[src/rtl/gemm_instr_fifo_if.sv]
// Handshake bundle between the GEMM FU (master) and the instruction FIFO (slave).
interface gemm_instr_fifo_if #(
    parameter int unsigned DEPTH   = 8,
    parameter int unsigned ENTRY_W = 17
);
    localparam int unsigned CNT_W = $clog2(DEPTH) + 1;

    logic               push;
    logic [ENTRY_W-1:0] push_data;
    logic               flush;
    logic               out_ready;
    logic               out_valid;
    logic [ENTRY_W-1:0] out_data;
    logic               full;
    logic               almost_full;
    logic [CNT_W-1:0]   count;
    logic               overflow;

    modport master (
        output push, push_data, flush, out_ready,
        input  out_valid, out_data, full, almost_full, count, overflow
    );

    modport slave (
        input  push, push_data, flush, out_ready,
        output out_valid, out_data, full, almost_full, count, overflow
    );
endinterface

[src/rtl/gemm_instr_fifo.sv]
// GEMM instruction FIFO: first-word-fall-through buffer of {new_weight, rd, rs3, rs2, rs1}
// packets between the GEMM FU and the systolic-array controller, with sticky overflow.
module gemm_instr_fifo #(
    parameter int unsigned DEPTH    = 8,
    parameter int unsigned MAT_W    = 4,
    parameter int unsigned ENTRY_W  = 1 + 4 * MAT_W,
    parameter int unsigned AF_LEVEL = DEPTH - 2
) (
    input  logic             CLK,
    input  logic             RST,
    gemm_instr_fifo_if.slave bus
);
    localparam int unsigned PTR_W = $clog2(DEPTH);
    localparam int unsigned CNT_W = PTR_W + 1;

    logic [ENTRY_W-1:0] mem_q [DEPTH];
    logic [PTR_W-1:0]   wptr_q;
    logic [PTR_W-1:0]   rptr_q;
    logic [CNT_W-1:0]   count_q;
    logic               overflow_q;

    logic full_c;
    logic pop_fire_c;
    logic push_ok_c;

    // Handshake qualifiers; all derived from registered count, so out_ready never reaches full/count.
    always_comb begin
        full_c     = (count_q == CNT_W'(DEPTH));
        pop_fire_c = (count_q != '0) & bus.out_ready;
        push_ok_c  = bus.push & (~full_c | pop_fire_c);
    end

    // Storage, pointers, occupancy and sticky overflow; flush outranks push and pop.
    always_ff @(posedge CLK or posedge RST) begin
        if (RST) begin
            for (int i = 0; i < int'(DEPTH); i++) begin
                mem_q[i] <= '0;
            end
            wptr_q     <= '0;
            rptr_q     <= '0;
            count_q    <= '0;
            overflow_q <= 1'b0;
        end else if (bus.flush) begin
            wptr_q  <= '0;
            rptr_q  <= '0;
            count_q <= '0;
        end else begin
            if (push_ok_c) begin
                mem_q[wptr_q] <= bus.push_data;
                wptr_q        <= wptr_q + PTR_W'(1);
            end
            if (pop_fire_c) begin
                rptr_q <= rptr_q + PTR_W'(1);
            end
            if (bus.push && !push_ok_c) begin
                overflow_q <= 1'b1;
            end
            case ({push_ok_c, pop_fire_c})
                2'b10:   count_q <= count_q + CNT_W'(1);
                2'b01:   count_q <= count_q - CNT_W'(1);
                default: count_q <= count_q;
            endcase
        end
    end

    // Head of queue falls through; status flags decode the count register.
    always_comb begin
        bus.out_valid   = (count_q != '0);
        bus.out_data    = mem_q[rptr_q];
        bus.full        = full_c;
        bus.almost_full = (count_q >= CNT_W'(AF_LEVEL));
        bus.count       = count_q;
        bus.overflow    = overflow_q;
    end
endmodule

[src/flat_wrapper.sv]
// flat-port wrapper written by rule: the top's interface ports become plain ports
module gemm_instr_fifo_flat 
#(
    parameter int unsigned DEPTH    = 8,
    parameter int unsigned MAT_W    = 4,
    parameter int unsigned ENTRY_W  = 1 + 4 * MAT_W,
    parameter int unsigned AF_LEVEL = DEPTH - 2
)
  (CLK, RST, bus_push, bus_push_data, bus_flush, bus_out_ready, bus_out_valid, bus_out_data, bus_full, bus_almost_full, bus_count, bus_overflow);
  gemm_instr_fifo_if #(.DEPTH(DEPTH), .ENTRY_W(ENTRY_W)) bus_i ();
  input  logic CLK;
  input  logic RST;
  input wire logic [$bits(bus_i.push)-1:0] bus_push;
  input wire logic [$bits(bus_i.push_data)-1:0] bus_push_data;
  input wire logic [$bits(bus_i.flush)-1:0] bus_flush;
  input wire logic [$bits(bus_i.out_ready)-1:0] bus_out_ready;
  output wire logic [$bits(bus_i.out_valid)-1:0] bus_out_valid;
  output wire logic [$bits(bus_i.out_data)-1:0] bus_out_data;
  output wire logic [$bits(bus_i.full)-1:0] bus_full;
  output wire logic [$bits(bus_i.almost_full)-1:0] bus_almost_full;
  output wire logic [$bits(bus_i.count)-1:0] bus_count;
  output wire logic [$bits(bus_i.overflow)-1:0] bus_overflow;
  assign bus_i.push = bus_push;
  assign bus_i.push_data = bus_push_data;
  assign bus_i.flush = bus_flush;
  assign bus_i.out_ready = bus_out_ready;
  assign bus_out_valid = bus_i.out_valid;
  assign bus_out_data = bus_i.out_data;
  assign bus_full = bus_i.full;
  assign bus_almost_full = bus_i.almost_full;
  assign bus_count = bus_i.count;
  assign bus_overflow = bus_i.overflow;
  gemm_instr_fifo #(.DEPTH(DEPTH), .MAT_W(MAT_W), .ENTRY_W(ENTRY_W), .AF_LEVEL(AF_LEVEL)) u_core (.CLK(CLK), .RST(RST), .bus(bus_i));
endmodule
[config.mk]
export PLATFORM = sky130hd
export DESIGN_NAME = gemm_instr_fifo_flat
export DESIGN_NICKNAME = d
export VERILOG_FILES = /design/src/rtl/gemm_instr_fifo_if.sv /design/src/rtl/gemm_instr_fifo.sv /design/src/flat_wrapper.sv
export SDC_FILE = /design/constraint.sdc
export NUM_CORES = 1
export LEC_CHECK = 0
export ABC_AREA = 1
export BUFFER_PORTS_ARGS = -buffer_cell sky130_fd_sc_hd__buf_2
export CAP_MARGIN = 20
export CORE_MARGIN = 1
export CORE_UTILIZATION = 35
export DETAILED_ROUTE_END_ITERATION = 16
export MAX_ROUTING_LAYER = met4
export PLACE_DENSITY = 0.54
export SLEW_MARGIN = 10
export SYNTH_ARGS = -nofsm -noshare
export SYNTH_HDL_FRONTEND = slang
export SYNTH_SLANG_ARGS = --single-unit
[constraint.sdc]
create_clock -name CLK -period 7 [get_ports CLK]
set_clock_uncertainty 0.05 [all_clocks]
set_input_delay 0.35 -clock CLK [delete_from_list [all_inputs] [get_ports CLK]]
set_output_delay 0.35 -clock CLK [all_outputs]
set_load 0.1 [all_outputs]
**Word level (Yosys, flattened, before mapping)**

Cells that the tools add are included.

- Add/sub/neg operators: 4
- Order comparisons: 4
- Equal/unequal tests: 3
- Muxes and demuxes: 12
- Bitwise operators: 7
- Reductions and logical operators: 9

Operators by type and width:

| operator | count |
|---|---|
| 136-bit bitwise mux | 1 |
| 17-bit binary-select mux with 3-bit select | 1 |
| 17-bit demux with 3-bit select | 1 |
| 17-bit 2-to-1 mux | 3 |
| 3-bit 2-to-1 mux | 4 |
| 4-bit >= comparator (second input constant) | 2 |
| 3-bit inverter with 4-bit output | 2 |
| 4-bit one-hot mux with 2 select lines | 1 |
| 3-bit by 1-bit adder with 3-bit output (second input constant) | 2 |
| 4-bit by 1-bit adder with 4-bit output (second input constant) | 1 |
| 4-bit equality test (second input constant) | 1 |
| 4-bit by 3-bit >= comparator with 1-bit output (second input constant) | 1 |
| 4-bit by 1-bit less-than comparator with 1-bit output (second input constant) | 1 |
| 4-bit 2-to-1 mux | 1 |
| 2-bit AND reduction | 2 |
| 2-bit nonzero test | 2 |
| 4-bit nonzero test | 1 |
| 4-bit by 1-bit subtractor with 4-bit output (second input constant) | 1 |
| 3-bit nonzero test | 1 |
| 1-bit AND | 2 |
| 2-bit by 1-bit equality test with 1-bit output (second input constant) | 1 |
| 2-bit equality test (second input constant) | 1 |
| 1-bit logical AND | 2 |
| 1-bit inverter | 2 |
| 2 further kinds | 2 |

- Register bits after elaboration: 147
- Input port bits: 22
- Output and inout bits: 25
- Word-level logic and storage cells: 51

**Logic depth before layout (Yosys ltp)**

- Word-level depth: 7
- Depth in mapped cells: 13
- Mapped depth without buffers: 13

**Worst setup path before layout**

No wires, ideal clock.

- Path type: register to register
- Start: register u_core.count_q[0] (netlist: u_core.bus.count[0])
- End: register u_core.count_q[3] (netlist: u_core.bus.count[3])
- Setup time: 0.122 ns
- Arrival: 2.935 ns
- Required time: 6.828 ns
- Path slack: 3.893 ns
- Cell stages (with the launch flop): 14
- Buffers on the path: 0
- Period minus slack after synthesis: 3.107 ns
- Cells stage by stage: dfrtp_1 > nor2_2 > nand2_2 > nand3_1 > inv_1 > ha_1 > nand3_1 > nand3_1 > nand2_1 > nand2_1 > nand2_1 > nand2_1 > nand2_1 > nand2_1

- Longest elaborated chain between the ends: 7
- Elaborated cells between the ends (all ways): 13
- Classes of those cells: 2 x add/sub; 3 x eq/ne; 2 x mux; 4 x bitwise; 2 x reduce/logical

RTL lines:

| element | RTL line | source |
|---|---|---|
| start: declaration | gemm_instr_fifo.sv:19 | `logic [CNT_W-1:0] count_q;` |
| start signal: assignment | gemm_instr_fifo.sv:59 | `2'b10: count_q <= count_q + CNT_W'(1);` |
| start signal: assignment | gemm_instr_fifo.sv:60 | `2'b01: count_q <= count_q - CNT_W'(1);` |
| start signal: assignment | gemm_instr_fifo.sv:61 | `default: count_q <= count_q;` |
| 4-bit nonzero test (*) | n/a |  |
| net bus_out_valid | flat_wrapper.sv:17 | `output wire logic [$bits(bus_i.out_valid)-1:0] bus_out_valid;` |
| 1-bit AND (*) | gemm_instr_fifo.sv:29 | `pop_fire_c = (count_q != '0) & bus.out_ready;` |
| 1-bit OR | gemm_instr_fifo.sv:30 | `push_ok_c = bus.push & (~full_c \| pop_fire_c);` |
| 1-bit AND | gemm_instr_fifo.sv:30 |  |
| 2-bit by 1-bit equality test with 1-bit output / 2-bit equality test (equally long branches) | gemm_instr_fifo.sv:58 | `case ({push_ok_c, pop_fire_c})` |
| 4-bit one-hot mux with 2 select lines | gemm_instr_fifo.sv:58 |  |
| 4-bit 2-to-1 mux | gemm_instr_fifo.sv:43 | `end else if (bus.flush) begin` |

Mark *: on every way through the listed nets, which the timed path passes. The rest lies on a longest branch.
A chain may end at the register's enable or synchronous reset.

**Final worst setup path**

- Start: register u_core.rptr_q[0]
- End: output bus_out_data[10]

- Longest elaborated chain between the ends: 4

RTL lines:

| element | RTL line | source |
|---|---|---|
| start: declaration | gemm_instr_fifo.sv:18 | `logic [PTR_W-1:0] rptr_q;` |
| start signal: assignment | gemm_instr_fifo.sv:53 | `rptr_q <= rptr_q + PTR_W'(1);` |
| 3-bit inverter with 4-bit output (implied by the code) | gemm_instr_fifo.sv:69 | `bus.out_data = mem_q[rptr_q];` |
| 17-bit binary-select mux with 3-bit select | gemm_instr_fifo.sv:69 |  |
| 17-bit 2-to-1 mux (implied by the code) (2 in series) | gemm_instr_fifo.sv:69 |  |
| end: declaration | flat_wrapper.sv:18 | `output wire logic [$bits(bus_i.out_data)-1:0] bus_out_data;` |

No other way between the ends. The select of a mux whose other input is x is not followed.

==> metrics.cfg <==
[outcome]
status=complete, no violations

[global_route]
antenna_found_initial=0
groute.usage.overall_pct=18.8
grt_pass1_wl_um=28700
grt_pass1_vias=5336
overflow=0
pin_count_of_the_biggest_net_entering_global_routing=83

[synth]
synth_enable_flop_cells=0
syn_avg_cell_area_um2=8.28
synth-warning-count=0
mappedNetlistNets=864
ys_ff_latch=147
synth_sequential_area_ratio_pct=53.1
synth_top_cells_by_count=214 x sky130_fd_sc_hd__o21ai_0, 211 x sky130_fd_sc_hd__nand2_1, 147 x sky130_fd_sc_hd__dfrtp_1, 113 x sky130_fd_sc_hd__nor2_1, 31 x sky130_fd_sc_hd__inv_1
postSynth.asyncResetShare_pct=100
netlist.top_cell.by_area=sky130_fd_sc_hd__dfrtp_1
synth_area_leaders=sky130_fd_sc_hd__dfrtp_1 53%, sky130_fd_sc_hd__o21ai_0 15%, sky130_fd_sc_hd__nand2_1 11%
synth_flop_cell=sky130_fd_sc_hd__dfrtp_1
netlist_instances=837
synth.lib_cells_used.distinct=29
netlist_area_um2=6930
synth_top_area_share_pct=53.1
synth_most_common_cell=sky130_fd_sc_hd__o21ai_0

[clocking]
post-cts-setup-buffer-count=0
path_clk_slew_ps=60
cts_num_sinks=147
clock_tree_from_tritoncts=yes
htree_levels=4
clk_path_buf_depth=2
worst_skew_pair.late_latency_ps=420
root_buffer=sky130_fd_sc_hd__clkbuf_16
cts_made_buffers=17

[timing]
timing.max_slew.rel_slack_pct=50.1
setup-violations-final=0
fin_setup_tns_ps=0
fmaxAchievable_mhz=291
final-max-slew-violation-count=0
fin_crit_ps=3440
timing.final.ws_setup_ps=3560
report.final.hold_viol_count=0
max_slew.worst_pin.slew_ps=749
grt_setup_unrepaired=no
min_period_over_period_pct=49.1

[finish]
insertedDiodeCount=0
final_layout_size_suffix_gt1_share_pct=12.0
register_area_um2=3680
final_nets=886
final_core_utilization_pct=40.4
num-fill-cells=2001
multi_input_area_um2=2770
final_cell_area_um2=7870
area_growth_pct=13.5

[drt]
pre_antenna_drt_iters=5
totalWireLength_um=17200
vias_per_cell=4.83
detailedRoute.firstIterationViolations=351
vias=5495
antenna_left=0
detail_route.drc_violations=0
avgRoutedWirePerCell_um=15.1

[place]
place.detailed.hpwl_um=9880
detailedPlace.worstSlack_ps=3990
numPortBuffers=46
place_congestion=0.763
placedInstanceArea_um2=7190

[floorplan]
die_area_um2=20400
die_width_um=143
ios=47
die_boundary_height_um=143
num_rows=51
core_area_um2=19500
initial_utilization_pct=35.6

[power]
worst_vdd_rail_ir_drop_uv=285
cellLeakagePower_uw=0.00389
net-switching-power_uw=1690
power_report.internal_total_uw=2000
share_seq_of_total_power_pct=31.4
power_density_nw_per_um2=469
clock_power_share_pct=27.0
p_comb_share_pct=41.6
power.switching_fraction_pct=45.9

[setup_path]
r2r_slack_ps=4770
cp-end-kind=output pin
startpoint_type=register
timing_worst_setup_path_type=reg2out
required_ps=6600
r2r.worst_path.cells=12
data_arrival_time_at_the_worst_slack_endpoint_ps=3040
worst-path-max-fanout=70

[worst_hold_path]
hold_depth=2
holdCritPathClass=in2reg

[job]
maxCapViolCount=0

power groups by stage:
stage / clock network (µW) / registers, µW / logic [µW]
2_1_floorplan: 0 / 1210 / 1220
3_3_place_gp: 0 / 1170 / 1530
3_5_place_dp: 0 / 1170 / 1540
4_1_cts: 1010 / 1160 / 1550
5_1_grt: 1050 / 1180 / 1700
6_report: 998 / 1160 / 1530
what timing repair did:
item	in CTS	in global routing
hold endpoints to repair	51	0
gates resized for setup	0	0
hold buffers	1	0
endpoints found under the setup margin	0	0
per-stage QoR:
step           hold WS [ps]  instances  total power, µW
5_1_grt                 129       1137             3930
2_1_floorplan           363        837             2430
4_1_cts                 111       1136             3720
3_3_place_gp            403       1103             2700
6_report                126       1137             3690
3_5_place_dp            407       1103             2710
layer usage:
metal,part of all wire [%],GRT usage (%),up-vias
li1,-,-,2778
met1,50,25.8,2635
met2,46,28.4,62
met3,2.3,2.85,20
met4,1.6,6.34,0
met5,0,-,-
kinds of logic after synthesis:
logic type,synth area share [%]
AO/OA/AOI/OAI,18.1
XOR/XNOR,0.253
adder cells (fa/ha/maj),1.01
buffers and inverters,6.90
flip-flops,53.1
AND/OR/NAND/NOR,20.7
critical path, cell delays in order, from the launching register on:
cell,delay (ps)
sky130_fd_sc_hd__dfrtp_2,380
sky130_fd_sc_hd__buf_4,340
sky130_fd_sc_hd__inv_2,430
sky130_fd_sc_hd__buf_4,520
sky130_fd_sc_hd__nor2_1,80
sky130_fd_sc_hd__o21ai_0,200
sky130_fd_sc_hd__nand2_1,110
sky130_fd_sc_hd__nand2_1,90
sky130_fd_sc_hd__buf_2,420
cell type report:
class,count,area share (%)
Multi-Input combinational cell,606,35.2
Inverter,34,1.75
Clock inverter,14,2.67
Tap cell,265,4.22
Sequential cell,147,46.8
Timing Repair Buffer,53,3.88
Clock buffer,18,5.46
state kept, by name (all words and copies together), names as in the netlist:
signal	cells
u_core.mem_q	136
u_core.bus.overflow	1
u_core.wptr_q	3
u_core.bus.count	4
u_core.rptr_q	3
cells in the final DEF, fill, tap and decap left out, types with 4 or more instances in the layout:
cell type,count
sky130_fd_sc_hd__o21ai_0,214
sky130_fd_sc_hd__nand2_1,211
sky130_fd_sc_hd__dfrtp_1,145
sky130_fd_sc_hd__nor2_1,113
sky130_fd_sc_hd__buf_2,46
sky130_fd_sc_hd__inv_1,30
sky130_fd_sc_hd__o21ai_1,29
sky130_fd_sc_hd__clkbuf_16,17
sky130_fd_sc_hd__nand2_4,8
sky130_fd_sc_hd__nand3_1,7
sky130_fd_sc_hd__nand4_1,5
sky130_fd_sc_hd__bufinv_16,5
sky130_fd_sc_hd__clkinv_2,5
sky130_fd_sc_hd__buf_4,5
sky130_fd_sc_hd__ha_1,4
worst paths after layout:
path	startpoint	end
setup / recovery	u_core.rptr_q[0]$_DFFE_PP0P_	bus_out_data[10]
hold / removal	bus_flush	u_core.rptr_q[1]$_DFFE_PP0P_
setup reg to reg	u_core.bus.count[0]$_DFFE_PP0P_	u_core.bus.count[3]$_DFFE_PP0P_
hold reg to reg	u_core.bus.overflow$_DFFE_PP0P_	u_core.bus.overflow$_DFFE_PP0P_
max in group asynchronous	RST	u_core.mem_q[91]$_DFFE_PP0P_
min in group asynchronous	RST	u_core.mem_q[50]$_DFFE_PP0P_
(Power assumes the default switching activity.)
